### config.mk
export PLATFORM = sky130hd
export DESIGN_NAME = bleuart_tx_sched
export DESIGN_NICKNAME = d
export VERILOG_FILES = /design/src/rtl/bleuart_tx_sched_pkg.sv /design/src/rtl/bleuart_tx_sched_arbiter.sv /design/src/rtl/bleuart_tx_sched.sv
export SDC_FILE = /design/constraint.sdc
export NUM_CORES = 1
export LEC_CHECK = 0
export BUFFER_PORTS_ARGS = -buffer_cell sky130_fd_sc_hd__buf_4
export CAP_MARGIN = 20
export CELL_PAD_IN_SITES_DETAIL_PLACEMENT = 0
export CELL_PAD_IN_SITES_GLOBAL_PLACEMENT = 1
export CORE_ASPECT_RATIO = 0.6
export CORE_MARGIN = 5
export CORE_UTILIZATION = 35
export DETAILED_ROUTE_END_ITERATION = 6
export PLACE_DENSITY_LB_ADDON = 0.3
export REMOVE_ABC_BUFFERS = 1
export SLEW_MARGIN = 20
export SYNTH_ARGS = -nofsm -noshare
export SYNTH_HDL_FRONTEND = slang
export SYNTH_HIERARCHICAL = 1
export SYNTH_SLANG_ARGS = --single-unit
### constraint.sdc
create_clock -name clk -period 2.23 [get_ports clk]
set_input_delay 0.1115 -clock clk [delete_from_list [all_inputs] [get_ports clk]]
set_output_delay 0.1115 -clock clk [all_outputs]
set_load 0.01 [all_outputs]
### src/rtl/bleuart_tx_sched_pkg.sv
// Shared BLEUART transmit-scheduler definitions: frame FSM states and framing constants.
package bleuart_tx_sched_pkg;

    localparam int unsigned ID_W           = 3;
    localparam int unsigned FRAME_OVERHEAD = 3;
    localparam logic [7:0]  SOF_BYTE       = 8'h7E;

    typedef enum logic [2:0] {
        ST_IDLE,
        ST_SOF,
        ST_ID,
        ST_PAYLOAD,
        ST_CKSUM,
        ST_DRAIN
    } state_e;

endpackage

### src/rtl/bleuart_tx_sched_arbiter.sv
// Combinational round-robin grant: first valid requester searching upward from rr_ptr+1.
module bleuart_rr_arbiter
    import bleuart_tx_sched_pkg::*;
#(
    parameter int unsigned N_REQ = 2
) (
    input  logic [N_REQ-1:0] req_valid,
    input  logic [ID_W-1:0]  rr_ptr,
    output logic [N_REQ-1:0] grant_oh,
    output logic [ID_W-1:0]  grant_idx
);

    logic found;

    always_comb begin
        grant_oh  = '0;
        grant_idx = '0;
        found     = 1'b0;
        for (int unsigned k = 1; k <= N_REQ; k++) begin
            for (int unsigned j = 0; j < N_REQ; j++) begin
                if (!found && req_valid[j] && (j == (32'(rr_ptr) + k) % N_REQ)) begin
                    found       = 1'b1;
                    grant_oh[j] = 1'b1;
                    grant_idx   = ID_W'(j);
                end
            end
        end
    end

endmodule

### src/rtl/bleuart_tx_sched.sv
// BLE UART transmit scheduler: round-robin packet arbitration, SOF/ID/payload/XOR framing, link-loss abort.
module bleuart_tx_sched
    import bleuart_tx_sched_pkg::*;
#(
    parameter int unsigned N_REQ   = 2,
    parameter int unsigned MAX_LEN = 32,
    parameter logic [7:0]  SOF     = SOF_BYTE
) (
    input  logic               clk,
    input  logic               rst,
    input  logic [N_REQ-1:0]   req_valid,
    input  logic [8*N_REQ-1:0] req_data,
    input  logic [N_REQ-1:0]   req_last,
    output logic [N_REQ-1:0]   req_ready,
    input  logic               link_up,
    output logic               fifo_write,
    output logic [7:0]         fifo_write_data,
    input  logic               fifo_full,
    output logic               busy,
    output logic [ID_W-1:0]    grant_id,
    output logic               abort_irq
);

    state_e          state_q, state_d;
    logic [ID_W-1:0] grant_q, grant_d;
    logic [ID_W-1:0] rr_ptr_q, rr_ptr_d;
    logic [7:0]      cksum_q, cksum_d;
    logic [7:0]      len_q, len_d;
    logic            trunc_q, trunc_d;

    logic [N_REQ-1:0] arb_oh;
    logic [ID_W-1:0]  arb_idx;
    logic [N_REQ-1:0] g_oh;
    logic [7:0]       g_data;
    logic             g_valid, g_last;
    logic             can_wr, framing;

    bleuart_rr_arbiter #(.N_REQ(N_REQ)) u_arb (
        .req_valid (req_valid),
        .rr_ptr    (rr_ptr_q),
        .grant_oh  (arb_oh),
        .grant_idx (arb_idx)
    );

    always_comb begin
        g_oh    = '0;
        g_data  = '0;
        g_valid = 1'b0;
        g_last  = 1'b0;
        for (int unsigned i = 0; i < N_REQ; i++) begin
            if (grant_q == ID_W'(i)) begin
                g_oh[i] = 1'b1;
                g_data  = req_data[8*i +: 8];
                g_valid = req_valid[i];
                g_last  = req_last[i];
            end
        end
    end

    always_comb begin
        state_d         = state_q;
        grant_d         = grant_q;
        rr_ptr_d        = rr_ptr_q;
        cksum_d         = cksum_q;
        len_d           = len_q;
        trunc_d         = trunc_q;
        fifo_write      = 1'b0;
        fifo_write_data = '0;
        req_ready       = '0;
        abort_irq       = 1'b0;
        can_wr          = link_up && !fifo_full;
        framing         = state_q inside {ST_SOF, ST_ID, ST_PAYLOAD, ST_CKSUM};

        // Link loss overrides any write; only a completed packet may skip the drain.
        if (framing && !link_up) begin
            abort_irq = 1'b1;
            state_d   = (state_q == ST_CKSUM && !trunc_q) ? ST_IDLE : ST_DRAIN;
        end else begin
            case (state_q)
                ST_IDLE: begin
                    if (link_up && (|arb_oh)) begin
                        grant_d  = arb_idx;
                        rr_ptr_d = arb_idx;
                        cksum_d  = '0;
                        len_d    = '0;
                        trunc_d  = 1'b0;
                        state_d  = ST_SOF;
                    end
                end
                ST_SOF: begin
                    fifo_write      = can_wr;
                    fifo_write_data = SOF;
                    if (can_wr) state_d = ST_ID;
                end
                ST_ID: begin
                    fifo_write      = can_wr;
                    fifo_write_data = {{(8-ID_W){1'b0}}, grant_q};
                    if (can_wr) begin
                        cksum_d = {{(8-ID_W){1'b0}}, grant_q};
                        state_d = ST_PAYLOAD;
                    end
                end
                ST_PAYLOAD: begin
                    req_ready       = g_oh & {N_REQ{can_wr}};
                    fifo_write      = can_wr && g_valid;
                    fifo_write_data = g_data;
                    if (fifo_write) begin
                        cksum_d = cksum_q ^ g_data;
                        len_d   = len_q + 8'd1;
                        if (g_last) begin
                            state_d = ST_CKSUM;
                        end else if (len_d == 8'(MAX_LEN)) begin
                            trunc_d = 1'b1;
                            state_d = ST_CKSUM;
                        end
                    end
                end
                ST_CKSUM: begin
                    fifo_write      = can_wr;
                    fifo_write_data = cksum_q;
                    if (can_wr) begin
                        abort_irq = trunc_q;
                        state_d   = trunc_q ? ST_DRAIN : ST_IDLE;
                    end
                end
                ST_DRAIN: begin
                    req_ready = g_oh;
                    if (g_valid && g_last) state_d = ST_IDLE;
                end
                default: state_d = ST_IDLE;
            endcase
        end
    end

    always_ff @(posedge clk) begin
        if (rst) begin
            state_q  <= ST_IDLE;
            grant_q  <= '0;
            rr_ptr_q <= ID_W'(N_REQ - 1);
            cksum_q  <= '0;
            len_q    <= '0;
            trunc_q  <= 1'b0;
        end else begin
            state_q  <= state_d;
            grant_q  <= grant_d;
            rr_ptr_q <= rr_ptr_d;
            cksum_q  <= cksum_d;
            len_q    <= len_d;
            trunc_q  <= trunc_d;
        end
    end

    assign busy     = (state_q != ST_IDLE);
    assign grant_id = grant_q;

endmodule
==> flow_summary.toml <==
[status]
outcome = "complete, no violations"

[clock_network]
cts_buffer_depth = 2
cts_setup_buffers = 0
cts.sinks = 24
clockRootBuffer = "clkbuf_8"
path_clk_slew_ps = 90
cts_buffers = 3
cts_tree = "yes"
h-tree-depth = 1
clkLatencyLatePin_ps = 270

[placement]
place_hpwl_mm = 4.22
place_inst = 368
io_buffer_count = 39
place_congestion = 0.888
place_area_um2 = 2250

[critical_path]
cp_max_fo = 6
cp_slowest_cell = "dfxtp_1"
path_class = "reg2reg"
worstPathArrival_ps = 2200
worstPathRequired_ps = 2380
critPathMaxStageDelay_ps = 430
crit_chain = "ha_2, nand2_1, nor4_1, o221a_2, o211ai_1, buf_4, o2111ai_1, o21ai_0"
endpoint_kind = "flip-flop"
cp-start-kind = "flip-flop"

[run]
max-cap-violations = 0

[floorplanning]
die_w_um = 103
core_area_um2 = 5050
placementRows = 20
initial_utilization_pct = 36.1
die-area_um2 = 6800
io_pins = 40
die_h_um = 65.9

[finish]
fin_nets = 333
stdcell_count = 372
fin_area_um2 = 2310
diodes = 0
areaGrowthSynthToFinish_pct = 26.9
drive_gt1_share_pct = 25.5
multi_input_area_um2 = 1210
post-route-util_pct = 45.8
n_fill_cell = 563
ff_latch_area_um2 = 484

[detailed_routing]
drt_iter0_markers = 114
vias = 2018
drtPass1Iterations = 4
ant_nets = 0
route.detailed.drc = 0
wirelength_mm = 5.45
wl_per_cell_um = 14.6
viasPerCell = 5.42

[synth]
syn_area_um2 = 1820
syn_area_per_cell_um2 = 6.93
yosysWarningCount = 6
async_flop_share_pct = 0
yosysUniqueCellTypes = 50
synth_edf_count = 0
yosysSeqAreaShare_pct = 26.4
synth_ff_type = "dfxtp_1"
netlist_instances = 263
ys_ff_latch = 24

[sta]
clock_skew_ps = 2.54
rsz0062_at_grt = "no"
finalHoldViolCount = 0
max_freq_mhz = 489
period_share_pct = 91.7
slew_viol_final = 0
setup_viol = 0
whs_ps = 178
fin_crit_ps = 2050

[pwr]
p_leak_nw = 0.939
peakVddDrop_uv = 319
power_density_nw_per_um2 = 823

[global_routing]
grt_pass1_wl_mm = 9.30
antenna_found_initial = 0
gr-total-overflow = 0
grt_usage_pct = 17.0
grt_pass1_vias = 1940
grt_max_degree = 26

[worst_hold_path]
hp-class = "in2reg"
-- where the power goes --
| group | leakage [nW] | switching, mW | internal (mW) |
|---|---|---|---|
| Combinational | 0.715 | 0.560 | 0.490 |
| Sequential | 0.195 | 0.0777 | 0.465 |
| Clock | 0.0288 | 0.153 | 0.158 |
-- critical path, delay by kind of cell (launching register included) --
family,cells,cell delay (ps)
AO/OA/AOI/OAI,4,680
flip-flops,1,430
AND/OR/NAND/NOR,2,380
buffers and inverters,1,170
adder cells (fa/ha/maj),1,260
-- cells in the final DEF, fill, tap and decap left out, types with 2 or more instances in the layout --
| cell type | n |
|---|---|
| o22a_1 | 5 |
| dfxtp_1 | 21 |
| nor2b_1 | 3 |
| or4_1 | 2 |
| inv_1 | 6 |
| a21boi_0 | 2 |
| nor2_1 | 39 |
| a31oi_1 | 7 |
| a311oi_1 | 6 |
| o21ai_0 | 18 |
| nor4_1 | 3 |
| mux2i_1 | 5 |
| dfxtp_2 | 3 |
| nand2_1 | 32 |
| or3_1 | 3 |
| clkbuf_8 | 4 |
| buf_4 | 60 |
| nand3_1 | 8 |
| mux2_2 | 6 |
| conb_1 | 2 |
| and2_1 | 3 |
| nor3_1 | 3 |
| a22oi_1 | 3 |
| nand2b_1 | 5 |
| a211oi_1 | 4 |
| a21oi_1 | 27 |
| o31ai_1 | 2 |
| a22o_1 | 2 |
-- final cells by class --
type | instances | share of cell area (%)
multi-input cells | 211 | 52.4
flip-flops and latches | 24 | 20.9
repair buffers | 60 | 19.5
well taps | 66 | 3.57
clock buffers | 4 | 2.38
inverters | 7 | 1.30
-- synthesized netlist by cell type (2+ instances only) --
master	number	area share [%]
a31oi_1	7	2.4
a22o_1	2	0.96
a21oi_1	27	7.4
nand2b_1	5	1.7
o22a_1	5	2.4
mux2i_1	5	2.7
nand3_1	8	2.2
or3_1	3	1.0
nor2b_1	3	1.0
nor3_1	3	0.82
inv_1	6	1.2
or4_1	2	0.82
nor4_1	3	1.0
o21ai_0	18	4.9
a21boi_0	2	0.82
a311oi_1	6	2.9
buf_2	4	1.1
nor2_1	40	8.2
ha_1	2	1.4
buf_1	2	0.41
dfxtp_1	24	26
o31ai_1	2	0.82
buf_4	5	2.1
clkbuf_1	10	2.1
and2_1	3	1.0
a22oi_1	3	1.2
mux2_2	6	3.7
a211oi_1	4	1.6
nand2_1	32	6.6
-- kinds of logic after synthesis --
logic type | share of synthesized area (%)
AOI/OAI and AO/OA | 30.1
buffers and inverters | 7.69
adders and majority gates | 1.92
and+or+nand+nor | 26.8
other | 0.206
DFF | 26.4
xor gates and xnor gates | 0.481
muxes | 6.45
-- final timing paths --
check | start | to | slack (ps) | cells past startpoint
setup / recovery | len_q[1] | state_q[1] | 180 | 8
hold / removal | link_up | state_q[1] | 180 | 3
setup reg to reg | len_q[1] | state_q[1] | 180 | 8
hold reg to reg | len_q[7] | len_q[7] | 480 | 1
-- layer usage --
metal,share of wire [%],global-route usage (%)
met2,40,25.3
met5,0,0
met4,0.62,2.42
met1,51,25.5
met3,8.2,3.37
-- stage by stage --
stage	setup TNS [ps]	setup WS [ps]	power (mW)
floorplan	-534	-96.1	1.10
global placement	0	224	1.59
detailed placement	0	169	1.58
CTS	0	22.4	1.91
global route	0	17.6	2.05
finish	0	184	1.90
-- timing repair --
item / 4_1_cts / 5_1_grt
hold endpoints to repair: 0 / 0
cloned: 0 / 0
setup endpoints to repair: 5 / 11
resized for setup: 1 / 5
hold buffers: 0 / 0
-- sequential cells by signal, summed over array words and instances, names as in the netlist --
name	cells
len_q	8
state_q	3
cksum_q	8
trunc_q	1
grant_id	3
rr_ptr_q	1
Note: power is estimated with default switching activity, not from simulation.
